**src/rtl/cpu_pkg.sv**
```systemverilog
// Shared CPU constants: opcode field location and opcode encodings used by fetch and decode.
package cpu_pkg;

    localparam int unsigned OPCODE_MSB = 31;
    localparam int unsigned OPCODE_LSB = 27;
    localparam int unsigned IMM_WIDTH  = 12;

    localparam logic [4:0] OPC_ALU    = 5'b00000;
    localparam logic [4:0] OPC_ALUI   = 5'b00001;
    localparam logic [4:0] OPC_LOAD   = 5'b00100;
    localparam logic [4:0] OPC_STORE  = 5'b00101;
    localparam logic [4:0] OPC_BRANCH = 5'b10000;
    localparam logic [4:0] OPC_JUMP   = 5'b10010;
    localparam logic [4:0] OPC_HALT   = 5'b11111;

    function automatic logic [4:0] opcode_of(input logic [31:0] instr);
        return instr[OPCODE_MSB:OPCODE_LSB];
    endfunction

endpackage

```
**src/rtl/fetch_next_pc.sv**
```systemverilog
// Combinational next-PC logic: folds unconditional JUMP, otherwise sequential PC + 1.
module fetch_next_pc
    import cpu_pkg::*;
#(
    parameter int unsigned DATA_WIDTH = 32,
    parameter int unsigned ADDR_WIDTH = 8
) (
    input  logic [ADDR_WIDTH-1:0] pc,
    input  logic [DATA_WIDTH-1:0] instr,
    output logic [ADDR_WIDTH-1:0] next_pc,
    output logic                  is_jump
);

    always_comb begin
        is_jump = (opcode_of(instr[31:0]) == OPC_JUMP);
        // Only the low address bits of the immediate matter; the rest are ignored.
        next_pc = is_jump ? instr[ADDR_WIDTH-1:0] : pc + ADDR_WIDTH'(1);
    end

endmodule

```
**src/rtl/instruction_fetch.sv**
```systemverilog
// Fetch stage: PC register, one-entry IF/ID output register with valid/ready, redirect flush
// and a wrapping count of completed handshakes.
module instruction_fetch
    import cpu_pkg::*;
#(
    parameter int unsigned          DATA_WIDTH = 32,
    parameter int unsigned          ADDR_WIDTH = 8,
    parameter logic [ADDR_WIDTH-1:0] RESET_PC  = '0
) (
    input  logic                  clk,
    input  logic                  rst_n,
    output logic [ADDR_WIDTH-1:0] PC_Address,
    input  logic [DATA_WIDTH-1:0] Mem_Instruction,
    input  logic                  Fetch_Enable,
    input  logic                  Redirect_Valid,
    input  logic [ADDR_WIDTH-1:0] Redirect_Target,
    output logic                  Out_Valid,
    input  logic                  Out_Ready,
    output logic [DATA_WIDTH-1:0] Out_Instruction,
    output logic [ADDR_WIDTH-1:0] Out_PC,
    output logic                  Out_Jump,
    output logic [15:0]           Fetch_Count
);

    logic [ADDR_WIDTH-1:0] pc_q;
    logic                  out_valid_q;
    logic [DATA_WIDTH-1:0] out_instr_q;
    logic [ADDR_WIDTH-1:0] out_pc_q;
    logic                  out_jump_q;
    logic [15:0]           fetch_count_q;

    logic [ADDR_WIDTH-1:0] next_pc;
    logic                  is_jump;
    logic                  handshake;
    logic                  advance;

    fetch_next_pc #(
        .DATA_WIDTH(DATA_WIDTH),
        .ADDR_WIDTH(ADDR_WIDTH)
    ) u_next_pc (
        .pc     (pc_q),
        .instr  (Mem_Instruction),
        .next_pc(next_pc),
        .is_jump(is_jump)
    );

    always_comb begin
        handshake = out_valid_q && Out_Ready;
        advance   = Fetch_Enable && (!out_valid_q || Out_Ready) && !Redirect_Valid;
    end

    always_ff @(posedge clk or negedge rst_n) begin
        if (!rst_n) begin
            pc_q          <= RESET_PC;
            out_valid_q   <= 1'b0;
            out_instr_q   <= '0;
            out_pc_q      <= '0;
            out_jump_q    <= 1'b0;
            fetch_count_q <= '0;
        end else begin
            // A handshake on a redirect cycle still counts even though the entry is flushed.
            if (handshake) begin
                fetch_count_q <= fetch_count_q + 16'd1;
            end
            if (Redirect_Valid) begin
                pc_q        <= Redirect_Target;
                out_valid_q <= 1'b0;
            end else if (advance) begin
                pc_q        <= next_pc;
                out_valid_q <= 1'b1;
                out_instr_q <= Mem_Instruction;
                out_pc_q    <= pc_q;
                out_jump_q  <= is_jump;
            end else if (handshake) begin
                out_valid_q <= 1'b0;
            end
        end
    end

    assign PC_Address      = pc_q;
    assign Out_Valid       = out_valid_q;
    assign Out_Instruction = out_instr_q;
    assign Out_PC          = out_pc_q;
    assign Out_Jump        = out_jump_q;
    assign Fetch_Count     = fetch_count_q;

endmodule

```
**config.mk**
```make
export PLATFORM = sky130hd
export DESIGN_NAME = instruction_fetch
export DESIGN_NICKNAME = d
export VERILOG_FILES = /design/src/rtl/cpu_pkg.sv /design/src/rtl/fetch_next_pc.sv /design/src/rtl/instruction_fetch.sv
export SDC_FILE = /design/constraint.sdc
export NUM_CORES = 1
export LEC_CHECK = 0
export ABC_CLOCK_PERIOD_IN_PS = 1700
export BUFFER_PORTS_ARGS = -buffer_cell sky130_fd_sc_hd__buf_2
export CAP_MARGIN = 10
export CORE_ASPECT_RATIO = 1.2
export CORE_MARGIN = 2
export CORE_UTILIZATION = 40
export DETAILED_ROUTE_END_ITERATION = 6
export PLACE_DENSITY = 0.75
export SYNTH_ARGS = -nofsm -noshare
export SYNTH_HDL_FRONTEND = slang
export SYNTH_SLANG_ARGS = --single-unit
```
**constraint.sdc**
```tcl
create_clock -name clk -period 1.7 [get_ports clk]
set_clock_uncertainty 0.05 [all_clocks]
set_input_delay 0.255 -clock clk [delete_from_list [all_inputs] [get_ports clk]]
set_output_delay 0.255 -clock clk [all_outputs]
set_load 0.005 [all_outputs]
```
## Word level (Yosys, flattened, before mapping)

Index checks and enable logic that the tools add are counted.

| word-level totals | value |
|---|---|
| register bits | 66 |
| latch bits | 0 |
| RAM bits | 0 |
| bits in read-only memories | 0 |
| output and inout bits | 66 |
| word-level logic and storage cells | 25 |
| memories kept | 0 |

| operators by class | value |
|---|---|
| add/sub/neg operators | 2 |
| multiply operators | 0 |
| div/mod/pow operators | 0 |
| magnitude comparators | 0 |
| eq/ne operators | 1 |
| shift operators | 0 |
| muxes and demuxes | 6 |
| bitwise logic cells | 1 |
| reduce and logical (&&, ||, !) cells | 9 |

Operators with widths:

| operator | number |
|---|---|
| 8-bit 2-to-1 mux | 3 |
| 16-bit by 1-bit adder with 16-bit output (second input constant) | 1 |
| 8-bit by 1-bit adder with 8-bit output (second input constant) | 1 |
| 5-bit == test (second input constant) | 1 |
| 1-bit logical AND | 3 |
| 1-bit 2-to-1 mux | 3 |
| 3-bit nonzero test | 1 |
| 1-bit logical NOT | 2 |
| 2-bit AND reduction | 1 |
| 2-bit nonzero test | 1 |
| 1-bit logical OR | 1 |
| 1-bit inverter | 1 |

## Depth between registers and ports, before layout

Gate-level depths: netlist (run 1).

| depth | value |
|---|---|
| depth in word-level cells | 6 |
| mapped depth | 6 |
| depth with buffers taken out | 5 |

## Hierarchy

From an unflattened synthesis (run 1), not the netlist that was laid out.

| second synthesis, totals | value |
|---|---|
| cell total of the unflattened synthesis | 221 |
| area total of the unflattened synthesis | 2922.8 um^2 |

Modules (own cells, without submodules):

| module | times used | cells each | area each (um^2) | sequential area each (um^2) |
|---|---|---|---|---|
| instruction_fetch | 1 | 188 | 2677.6 | 1651.6 |
| fetch_next_pc | 1 | 33 | 245.2 | 0.0 |

## Worst setup path before layout (run 1)

No wires, ideal clock.

| path | value |
|---|---|
| kind | reg-to-reg |
| start point | register out_valid_q (netlist: Out_Valid) |
| end point | register out_instr_q[0] (netlist: Out_Instruction[0]) |
| setup time | 0.125 ns |
| arrival time | 1.336 ns |
| data required time | 1.525 ns |
| setup slack | 0.189 ns |
| cell stages (with the launch flop) | 6 |
| cell sequence | dfrtp_1 -> nand2b_4 -> nor3b_4 -> buf_6 -> buf_12 -> mux2_4 |

| on the way | value |
|---|---|
| longest elaborated chain between the ends | 5 |

RTL lines:

| what | RTL line | text |
|---|---|---|
| from (decl) | instruction_fetch.sv:26 | `logic out_valid_q;` |
| from (signal assigned) | instruction_fetch.sv:55 | `out_valid_q <= 1'b0;` |
| from (signal assigned) | instruction_fetch.sv:67 | `out_valid_q <= 1'b0;` |
| from (signal assigned) | instruction_fetch.sv:70 | `out_valid_q <= 1'b1;` |
| 1-bit logical NOT | instruction_fetch.sv:49 | `advance = Fetch_Enable && (!out_valid_q \|\| Out_Ready) && !Redirect_Valid;` |
| 1-bit logical OR | instruction_fetch.sv:49 |  |
| 1-bit logical AND (2 in a row) | instruction_fetch.sv:49 |  |
| 2-bit AND reduction (no line) | -- |  |
| to (signal assigned) | instruction_fetch.sv:71 | `out_instr_q <= Mem_Instruction;` |
| to (decl) | instruction_fetch.sv:27 | `logic [DATA_WIDTH-1:0] out_instr_q;` |

Every way passes these cells.
A chain may end at the register's enable or synchronous reset.

## Worst setup path in the final report (run 1)

| path | value |
|---|---|
| start point | register out_valid_q (netlist: Out_Valid) |
| end point | register out_instr_q[11] (netlist: Out_Instruction[11]) |

The elaborated chain is that of the path after synthesis.

==> results by group, run 1 <==
Worst setup path
  • Crit end category: flip-flop
  • Critical path class: flip-flop to flip-flop
  • Crit path max fanout: 38
  • CP required: 1.87 ns
  • CP delay by family, top: flip-flops
  • Startpoint Class: flip-flop
  • RR Endpoint: Out_Instruction[11]
  • Reg2Reg Launch Point: Out_Valid
  • WP data arrival: 1.78 ns
  • FF-to-FF setup slack: 0.09 ns
  • CP Buf/Inv Count: 1
  • Crit path cell chain: nand2b_4, nor3b_4, buf_12, mux2_2
  • Slowest stage cell, crit path: dfrtp_1
  • Path depth of the worst reg2reg path: 4
  • Slowest cell delay on critical path: 0.44 ns

Detailed routing
  • Vias per inst: roughly 5
  • Wirelength, routed: 6510 um
  • DRT iter0 DRCs: 56
  • Vias post-DR: 2170
  • Drt drc: 0
  • Post-route ant nets: 0
  • TritonRoute pass-1 iters: 4
  • DR WL/cell: 14.9 um

Power
  • VDD IR max: 0.478 mV
  • Leak: 1.94 nW
  • Pwr Total: 4.08 mW
  • PD cells: ~1100 mW/mm2

Yosys
  • Post-Syn Area: 0.00302 mm2
  • EDFF count, synth: 0
  • Count leader, synth: dfrtp_1
  • Top-area cell type share of the netlist area: 54.7%
  • Syn Nets: 267
  • Ys flop type: dfrtp_1
  • Average cell area after synthesis: 13.7 um2
  • Netlist cell types: a little over 40
  • Ys Warns: 0
  • Synth top area cells: dfrtp_1, mux2_4, mux2_2
  • Cell count after synthesis: 220
  • Async SR Flop Fraction: 100%
  • Seq/Total Area, Yosys: between 50 and 60%
  • Seq cells post-synth: 66
  • Commonest cells post-synth: dfrtp_1, mux2_4, mux2_2
  • Post-synth top area cell: dfrtp_1

Outcome
  • Outcome: completed

CTS
  • Worst-skew pair later-pin latency: 0.33 ns
  • Root buffer cell: clkbuf_8
  • Worst-path clk slew: 0.07 ns
  • CTS sink cnt: 66
  • CTS tree: done
  • Longest Clk Path Bufs: 2
  • Buffer count from post-CTS setup fixing: 0
  • H-tree levels: 3
  • CTS buffer count: 9

GRT
  • First-pass GRT wire length: 10900 um
  • Vias in the first global route: 2243
  • Total congestion overflow: 0
  • Largest net degree at the start of global routing: 39
  • GRT Total Usage: 16.6%
  • Initial antenna violation count: 1

Final layout
  • Fin nets: between 300 and 400
  • ANT cells: 0
  • P&R area growth vs syn: 28.6%
  • Layout cells sized above 1: roughly 53%
  • Layout filler cell count: 661
  • Post-layout util: between 50% and 60%

STA
  • Endpoints failing hold: 0
  • Setup TNS Final: 0 ns
  • Peak Freq: 622 MHz
  • RSZ-0062 raised after global routing: no
  • Tmin final: approximately 1.6 ns
  • Setup Viol. Count Final: 0
  • Slew Limit Fails: 0
  • Worst-margin pin slew: 0.459 ns
  • Final Cycle Share: 94.6%
  • Slew headroom: 69.4%

Min path
  • Worst Min Path Start: Redirect_Target[0]
  • Hold Crit Class: input pin to flip-flop
  • Hold path endpoint: PC_Address[0]
  • Hold path depth: 3

Placed design
  • Port bufs: 110
  • Final HPWL DP: roughly 4800 um
  • GPL Wtd Cong: 0.759

Floorplan
  • Total core area: 0.00727 mm2
  • Starting Density: 41.5%
  • Die Span Y: 99.2 um
  • # IOs: 111
  • Die area: 0.00826 mm2
  • Chip width: 83.3 um
  • Num rows: 34

Job
  • Max-cap viol count: 0
==> metal layers <==
| layer | vias up | track usage, % | routed length (um) |
|---|---|---|---|
| li1 | 1028 | - | - |
| met1 | 1065 | 20.8 | 2730 |
| met2 | 68 | 26.5 | 3230 |
| met3 | 7 | 6.72 | 500 |
| met4 | 2 | 4.92 | 36 |
| met5 | - | 0 | 11 |
==> kinds of logic after synthesis <==
family | Yosys count | synth area share, %
AO/OA/AOI/OAI | 27 | 5.89
buffers and inverters | 11 | 3.36
AND/OR/NAND/NOR | 52 | 10.8
XOR/XNOR | 17 | 4.93
multiplexers | 45 | 19.5
flip-flops | 66 | 54.7
adder cells (fa/ha/maj) | 2 | 0.829
==> flip-flops by register name (all words and copies together) (netlist names) <==
name	flops
Out_Valid	1
Fetch_Count	16
PC_Address	8
Out_PC	8
Out_Jump	1
Out_Instruction	32
==> area by class of cell <==
cell class / instances / area, um2 / share of cell area (%)
repair buffers: 121 / 673 / 17.3
clock buffers: 11 / 131 / 3.38
well taps: 90 / 113 / 2.90
multi-input cells: 143 / 1270 / 32.8
flip-flops and latches: 66 / 1650 / 42.6
inverters: 2 / 7.51 / 0.193
clock inverters: 5 / 31.3 / 0.806
==> worst max-delay path by stage <==
| stage | start | end | slack (ns) | cells after the start |
|---|---|---|---|---|
| floorplan | Out_Valid | Out_Instruction[0] | 0.19 | 5 |
| global placement | Out_Valid | Out_Instruction[10] | 0.13 | 4 |
| detailed placement | Out_Valid | Out_Instruction[15] | 0.09 | 4 |
| CTS | Out_Valid | Out_PC[7] | 0.08 | 4 |
| global route | Out_Valid | Out_Instruction[15] | 0.01 | 4 |
| finish | Out_Valid | Out_Instruction[11] | 0.09 | 4 |
==> worst register-to-register path: stages (launching register included) <==
cell      delay (ns)
dfrtp_1         0.44
nand2b_4        0.10
nor3b_4         0.24
buf_12          0.29
mux2_2          0.38
==> stage by stage <==
| step | hold slack, ns | worst slack [ns] | instances | cell area [um2] |
|---|---|---|---|---|
| 2_1_floorplan | -0.0906 | 0.189 | 220 | 3020 |
| 3_3_place_gp | 0.181 | 0.133 | 421 | 3700 |
| 3_5_place_dp | 0.183 | 0.0878 | 421 | 3700 |
| 4_1_cts | 0.0657 | 0.0758 | 438 | 3870 |
| 5_1_grt | 0.0720 | 0.0133 | 438 | 3880 |
| 6_report | 0.0847 | 0.0915 | 438 | 3880 |
==> power breakdown <==
part | switching, mW | internal, mW | total, mW
combinational | 0.378 | 0.554 | 0.932
sequential | 0.206 | 1.83 | 2.03
clock | 0.585 | 0.524 | 1.11
==> timing repair <==
item                                    4_1_cts  5_1_grt
endpoints found under the setup margin        0        2
hold endpoints to repair                     16        0
resized for setup                             0        1
hold buffers                                  1        0
==> cells in the final DEF, fill, tap and decap left out, types with 4 or more instances in the layout <==
cell type | Yosys | routed
o21ai_0 | 6 | 6
o21ai_1 | 4 | 4
clkbuf_8 | 0 | 9
xor2_1 | 5 | 5
dfrtp_1 | 66 | 66
nand3_1 | 8 | 8
mux2_4 | 23 | 23
a22oi_1 | 4 | 4
nand2_1 | 15 | 15
buf_2 | 1 | 110
mux2i_1 | 4 | 4
buf_4 | 2 | 7
xnor2_1 | 12 | 12
nor3_1 | 7 | 7
mux2_2 | 18 | 18
nor2b_1 | 4 | 4
No activity file was read; power rests on OpenSTA's default activity.
==> inputs of run 2 (changes only) <==
SYNTH_HIERARCHICAL = 1   (was not set)
==> run 2 against run 1 <==
Setup slack better by 0.0065 ns. Critical path type unchanged. Via count down 1.7%. Clock-buffer cell count up 3. Total power up 3.8%. Cell area down 1.9%. Register-to-register slack about the same. Core utilization down 0.080 points. Wire length down 5.2%.
==> results by group, run 2 <==
Worst setup path
  • Slowest stage cell, crit path: dfrtp_1
  • CP Buf/Inv Count: 0 (-1)
  • WP data arrival: 1.75 ns (-0.03 ns)
  • CP delay by family, top: flip-flops
  • CP required: 1.84 ns (-0.03 ns)
  • Crit path depth: 6 (+2)
  • Critical path class: flip-flop to flip-flop
  • RR Endpoint: PC_Address[4]
  • Slowest cell delay on critical path: 0.41 ns (-0.03 ns)
  • Crit path cell chain: ha_2, nand3_1, xnor2_1, mux2_4, mux2i_1, o21ai_0
  • Startpoint Class: flip-flop
  • Crit path max fanout: 4 (-89%)
  • Crit. Startpoint: PC_Address[1]
  • FF-to-FF setup slack: 0.1 ns (about the same)
  • Setup crit end: PC_Address[4]
  • Reg2Reg Launch Point: PC_Address[1]
  • Path depth of the worst reg2reg path: 6 (+2)
  • Crit end category: flip-flop

Floorplan
  • Starting Density: 40.9% (-0.59 points)
  • Chip width: 82.0 um (-1.5%)
  • Die Span Y: 97.6 um (-1.5%)
  • Die area: 0.00801 mm2 (-3.0%)
  • Num rows: 34 (unchanged)
  • Total core area: 0.00715 mm2 (-1.8%)
  • # IOs: 111 (unchanged)

Detailed routing
  • DR WL/cell: 14.0 um (-5.6%)
  • Drt drc: 0 (unchanged)
  • Wirelength, routed: 6170 um (-5.2%)
  • Vias per inst: 4.85 (-2.2%)
  • Vias post-DR: 2133 (-1.7%)
  • Post-route ant nets: 0 (unchanged)
  • DRT iter0 DRCs: 64 (+14%)
  • TritonRoute pass-1 iters: 4 (unchanged)

GRT
  • Met2 usage: 28.2% (+1.7 points)
  • GR Util met3: 4.65% (-2.1 points)
  • Met1 Track Usage GR: 19.7% (-1.1 points)
  • GRT Total Usage: 16.5% (-0.084 points)
  • First-pass GRT wire length: 10100 um (-7.1%)
  • Largest net degree at the start of global routing: 67 (+72%)
  • Vias in the first global route: 2229 (-0.62%)
  • Layer with the highest usage: met2
  • Initial antenna violation count: 0 (-1)
  • Total congestion overflow: 0 (unchanged)

Yosys
  • Post-Syn Area: 0.00292 mm2 (-3.2%)
  • Ys Warns: 6 (+6)
  • Top-area cell type share of the netlist area: 56.5% (+1.8 points)
  • Synth top area cells: dfrtp_1, mux2_2, xnor2_1
  • EDFF count, synth: 0 (unchanged)
  • Count leader, synth: dfrtp_1
  • Netlist cell types: 31 (-24%)
  • Post-synth top area cell: dfrtp_1
  • Async SR Flop Fraction: 100% (unchanged)
  • Seq/Total Area, Yosys: 56.5% (+1.8 points)
  • Seq cells post-synth: 66 (unchanged)
  • Commonest cells post-synth: dfrtp_1, mux2_2, nand2_1
  • Ys flop type: dfrtp_1
  • Cell count after synthesis: 221 (+0.45%)
  • Syn Nets: 268 (+0.37%)
  • Average cell area after synthesis: 13.2 um2 (-3.6%)

Placed design
  • GPL Wtd Cong: 0.854 (+13%)
  • DP Worst Slack: 0.0121 ns (-0.0758 ns)
  • Port bufs: 110 (unchanged)
  • Final HPWL DP: 4570 um (-5.3%)

Final layout
  • Post-layout util: 53.3% (-0.080 points)
  • ANT cells: 0 (unchanged)
  • Layout cells sized above 1: 52.6% (-0.30 points)
  • Most frequent cells in the layout: buf_2, dfrtp_1, mux2_2
  • Commonest non-fill, non-tap cell in the layout: buf_2
  • P&R area growth vs syn: 30.3%
  • Max reg flops: 32 (unchanged)
  • Fin nets: 392 (+0.51%)

STA
  • RSZ-0062 raised after global routing: no
  • Slew Limit Fails: 0 (unchanged)
  • Peak Freq: 624 MHz (+0.41%)
  • Setup ws final: 0.0980 ns (+0.00652 ns)
  • Setup TNS Final: 0 ns (unchanged)
  • Endpoints failing hold: 0 (unchanged)
  • Worst-margin pin slew: 0.397 ns (-0.0616 ns)
  • Slew headroom: 73.4% (+4.0 points)
  • Setup Viol. Count Final: 0 (unchanged)
  • WHS: 0.0952 ns (+0.0105 ns)
  • Final Cycle Share: 94.2% (-0.38 points)
  • Tmin final: 1.60 ns (-0.00652 ns)

CTS
  • Longest Clk Path Bufs: 2 (unchanged)
  • Buffer count from post-CTS setup fixing: 0 (unchanged)
  • CTS tree: done
  • CTS buffer count: 9 (unchanged)
  • CTS sink cnt: 66 (unchanged)
  • H-tree levels: 3 (unchanged)
  • Worst-path clk slew: 0.07 ns (about the same)
  • Worst-skew pair later-pin latency: 0.33 ns (about the same)
  • Root buffer cell: clkbuf_8

Power
  • VDD IR max: 0.564 mV (+18%)
  • Leak: 1.86 nW (-4.1%)
  • Pwr Total: 4.23 mW (+3.8%)
  • PD cells: 1110 mW/mm2 (+5.8%)

Outcome
  • Outcome: completed

Min path
  • Hold Crit Class: input pin to flip-flop

Job
  • Max-cap viol count: 0 (unchanged)
## run 2: changes by cell type after synthesis, sizes merged, moves of 2 or more
cell / before / now
a211oi: 2 / 0
a22oi: 5 / 0
a31oi: 0 / 3
clkbuf: 2 / 0
mux2: 41 / 45
mux2i: 4 / 8
nand2: 15 / 19
nand3: 8 / 10
nor2b: 4 / 0
nor3: 8 / 6
o21a: 3 / 0
or3: 0 / 3
xnor2: 12 / 15
xor2: 5 / 3
## run 2: stage by stage
stage               std cells  area [um2]
floorplan                 221        2920
global placement          423        3610
detailed placement        423        3610
CTS                       440        3800
global route              440        3810
finish                    440        3810
## run 2: worst min-delay path by stage
stage                              startpoint             endpoint  slack (ns)  cells after the start
after detailed placement                rst_n       Fetch_Count[6]        0.25                      2
after global routing      Mem_Instruction[26]  Out_Instruction[26]        0.08                      2
after global placement                  rst_n       Fetch_Count[6]        0.25                      2
after floorplan                         rst_n       Fetch_Count[0]       -0.09                      0
after CTS                 Mem_Instruction[26]  Out_Instruction[26]        0.07                      2
final                     Mem_Instruction[26]  Out_Instruction[26]         0.1                      2
## run 2: timing repair
action | in CTS | in global routing
endpoints found under the hold margin | 66 | 0
hold buffers | 1 | 0
resized for setup | 0 | 2
endpoints found under the setup margin | 0 | 1
## run 2: layout make-up
cell class	count	area, um2
repair buffers	120	653
multi-input cells	146	1200
inverters	2	7.51
flip-flops and latches	66	1650
clock buffers	14	173
well taps	90	113
fillers	653	3340
clock inverters	2	10.0
## run 2: where the power goes
| group | switching, mW | internal (mW) |
|---|---|---|
| Sequential | 0.224 | 1.86 |
| Clock | 0.562 | 0.646 |
| Combinational | 0.395 | 0.550 |
## run 2: cell families after synthesis
group                      Yosys count  share of synthesized area, %
DFF                                 66                          56.5
and+or+nand+nor                     55                          11.0
muxes                               53                          20.3
AOI/OAI and AO/OA                   18                          3.34
xor gates and xnor gates            18                          5.39
buffers and inverters                9                          2.53
adders and majority gates            2                         0.856
## run 2: routing by layer
metal | vias up | share of wire [%]
met5 | - | 0
met4 | 0 | 0.73
met1 | 1029 | 41
met2 | 68 | 52
met3 | 5 | 6.3
li1 | 1031 | -
==> inputs of run 3 (changes only) <==
CELL_PAD_IN_SITES_DETAIL_PLACEMENT = 0   (was not set)
CELL_PAD_IN_SITES_GLOBAL_PLACEMENT = 1   (was not set)
CORE_UTILIZATION = 38   (was 40)
PLACE_DENSITY = 0.88   (was 0.75)
==> run 3 against run 2 <==
Via count grew 1.2%. Die area grew 5.0%. Total power grew 12%. Hold slack lost 0.0078 ns. Sequential power is essentially flat. Sequential share of layout area shrank 1.0 points. Setup slack gained 0.023 ns. Wire length is essentially flat. First-iteration DRC count shrank 17%. Register-to-register slack gained 0.02 ns. Non-clock buffer count grew 1.
==> results by group, run 3 (synthesis gave the netlist of run 2 again) <==
Outcome
  • Outcome: completed

Floorplan
  • Die Span Y: 100 um (+2.5%)
  • # IOs: 111 (unchanged)
  • Starting Density: 38.6% (-2.3 points)
  • Total core area: 0.00758 mm2 (+6.0%)
  • Chip width: 84.1 um (+2.5%)
  • Num rows: 35 (+2.9%)
  • Die area: 0.00841 mm2 (+5.0%)

STA
  • Peak Freq: 633 MHz (+1.5%)
  • Worst-margin pin slew: 0.387 ns (-0.0107 ns)
  • Slew headroom: 74.1% (+0.72 points)
  • Final Cycle Share: 92.9% (-1.4 points)
  • Endpoints failing hold: 0 (unchanged)
  • Tmin final: 1.58 ns (-0.0235 ns)
  • Setup ws final: 0.121 ns (+0.0235 ns)
  • Setup Viol. Count Final: 0 (unchanged)
  • Slew Limit Fails: 0 (unchanged)
  • RSZ-0062 raised after global routing: no

Worst setup path
  • CP delay by family, top: flip-flops
  • Crit end category: flip-flop
  • CP Buf/Inv Count: 0 (unchanged)
  • Crit path cell chain: ha_2, nand2_1, or3_1, a31oi_1, mux2i_1, o21ai_0
  • Crit path max fanout: 5 (+1)
  • Critical path class: flip-flop to flip-flop
  • WP data arrival: 1.79 ns (+0.04 ns)
  • Startpoint Class: flip-flop
  • Slowest stage cell, crit path: dfrtp_1
  • CP required: 1.91 ns (+0.07 ns)
  • FF-to-FF setup slack: 0.12 ns (+0.02 ns)
  • Slowest cell delay on critical path: 0.42 ns (about the same)

Final layout
  • P&R area growth vs syn: 33.4%
  • Most frequent cells in the layout: buf_2, dfrtp_1, mux2_2
  • Layout cells sized above 1: 53.3% (+0.70 points)
  • Fin area: 0.00390 mm2 (+2.4%)
  • Commonest non-fill, non-tap cell in the layout: buf_2
  • ANT cells: 0 (unchanged)
  • Max reg flops: 32 (unchanged)
  • Fin nets: 393 (+0.26%)
  • Post-layout util: 51.5% (-1.8 points)

Job
  • Max-cap viol count: 0 (unchanged)

Power
  • Leak: 1.90 nW (+2.1%)
  • PD cells: 1220 mW/mm2 (+9.5%)
  • VDD IR max: 0.633 mV (+12%)

CTS
  • Longest Clk Path Bufs: 2 (unchanged)
  • H-tree levels: 3 (unchanged)
  • CTS tree: done
  • CTS buffer count: 9 (unchanged)
  • Root buffer cell: clkbuf_8
  • CTS sink cnt: 66 (unchanged)
  • Worst-path clk slew: 0.07 ns (about the same)
  • Worst-skew pair later-pin latency: 0.34 ns (about the same)

Detailed routing
  • Post-route ant nets: 0 (unchanged)
  • Wirelength, routed: 6170 um (about the same)
  • Vias post-DR: 2158 (+1.2%)
  • Drt drc: 0 (unchanged)
  • Vias per inst: 4.87 (+0.49%)
  • TritonRoute pass-1 iters: 4 (unchanged)
  • DRT iter0 DRCs: 53 (-17%)
  • DR WL/cell: 13.9 um (-0.63%)

GRT
  • GRT Total Usage: 15.4% (-1.0 points)
  • Initial antenna violation count: 0 (unchanged)
  • Met2 usage: 25.7% (-2.5 points)
  • Vias in the first global route: 2178 (-2.3%)
  • Met1 Track Usage GR: 18.3% (-1.4 points)
  • GR Util met3: 4.69% (+0.041 points)
  • Total congestion overflow: 0 (unchanged)
  • Largest net degree at the start of global routing: 67 (unchanged)
  • Layer with the highest usage: met2
  • First-pass GRT wire length: 10200 um (+0.75%)

Placed design
  • Port bufs: 110 (unchanged)
  • Final HPWL DP: 4540 um (-0.71%)
  • DP Worst Slack: -0.0164 ns (-0.0285 ns)
  • GPL Wtd Cong: 0.811 (-5.0%)
  • Placed Area: 0.00361 mm2 (about the same)

Min path
  • Hold Crit Class: input pin to flip-flop
==> run 3: worst paths after layout <==
kind	start	to	cells after the start
min in group asynchronous	rst_n	Out_Instruction[5]	3
min	Mem_Instruction[26]	Out_Instruction[26]	2
max	PC_Address[1]	PC_Address[6]	6
max in group asynchronous	rst_n	Fetch_Count[14]	3
min reg2reg	Fetch_Count[15]	Fetch_Count[15]	1
max reg2reg	PC_Address[1]	PC_Address[6]	6
==> run 3: through the flow <==
step / hold slack [ns] / power (mW) / TNS [ns] / instances
2_1_floorplan: -0.0906 / 2.56 / 0 / 221
3_5_place_dp: 0.250 / 3.05 / -0.0164 / 425
5_1_grt: 0.0796 / 5.03 / 0 / 443
4_1_cts: 0.0654 / 4.82 / 0 / 442
3_3_place_gp: 0.250 / 3.02 / 0 / 425
6_report: 0.0874 / 4.75 / 0 / 443
==> run 3: what timing repair did <==
action | in CTS | in global routing
hold buffers | 1 | 0
endpoints found under the setup margin | 0 | 1
hold endpoints to repair | 66 | 0
buffers inserted | 0 | 1
resized for setup | 0 | 1
==> run 3: area by class of cell <==
cell class	instances	area [um2]
timing repair buffer	121	661
clock buffer	9	124
tap	92	115
sequential	66	1650
clock inverter	7	141
fill	679	3680
inverter	2	7.51
multi-input combinational	146	1200
==> run 3: metal layers <==
layer | share of wire [%] | vias up
li1 | - | 1028
met1 | 41 | 1048
met2 | 51 | 78
met3 | 6.9 | 4
met4 | 0.99 | 0
met5 | 0 | -
==> run 3: where the power goes <==
part	leakage, nW	internal [mW]	total (mW)	switching [mW]
Combinational	0.958	0.549	0.933	0.384
Sequential	0.812	1.85	2.08	0.225
Clock	0.129	1.12	1.73	0.610
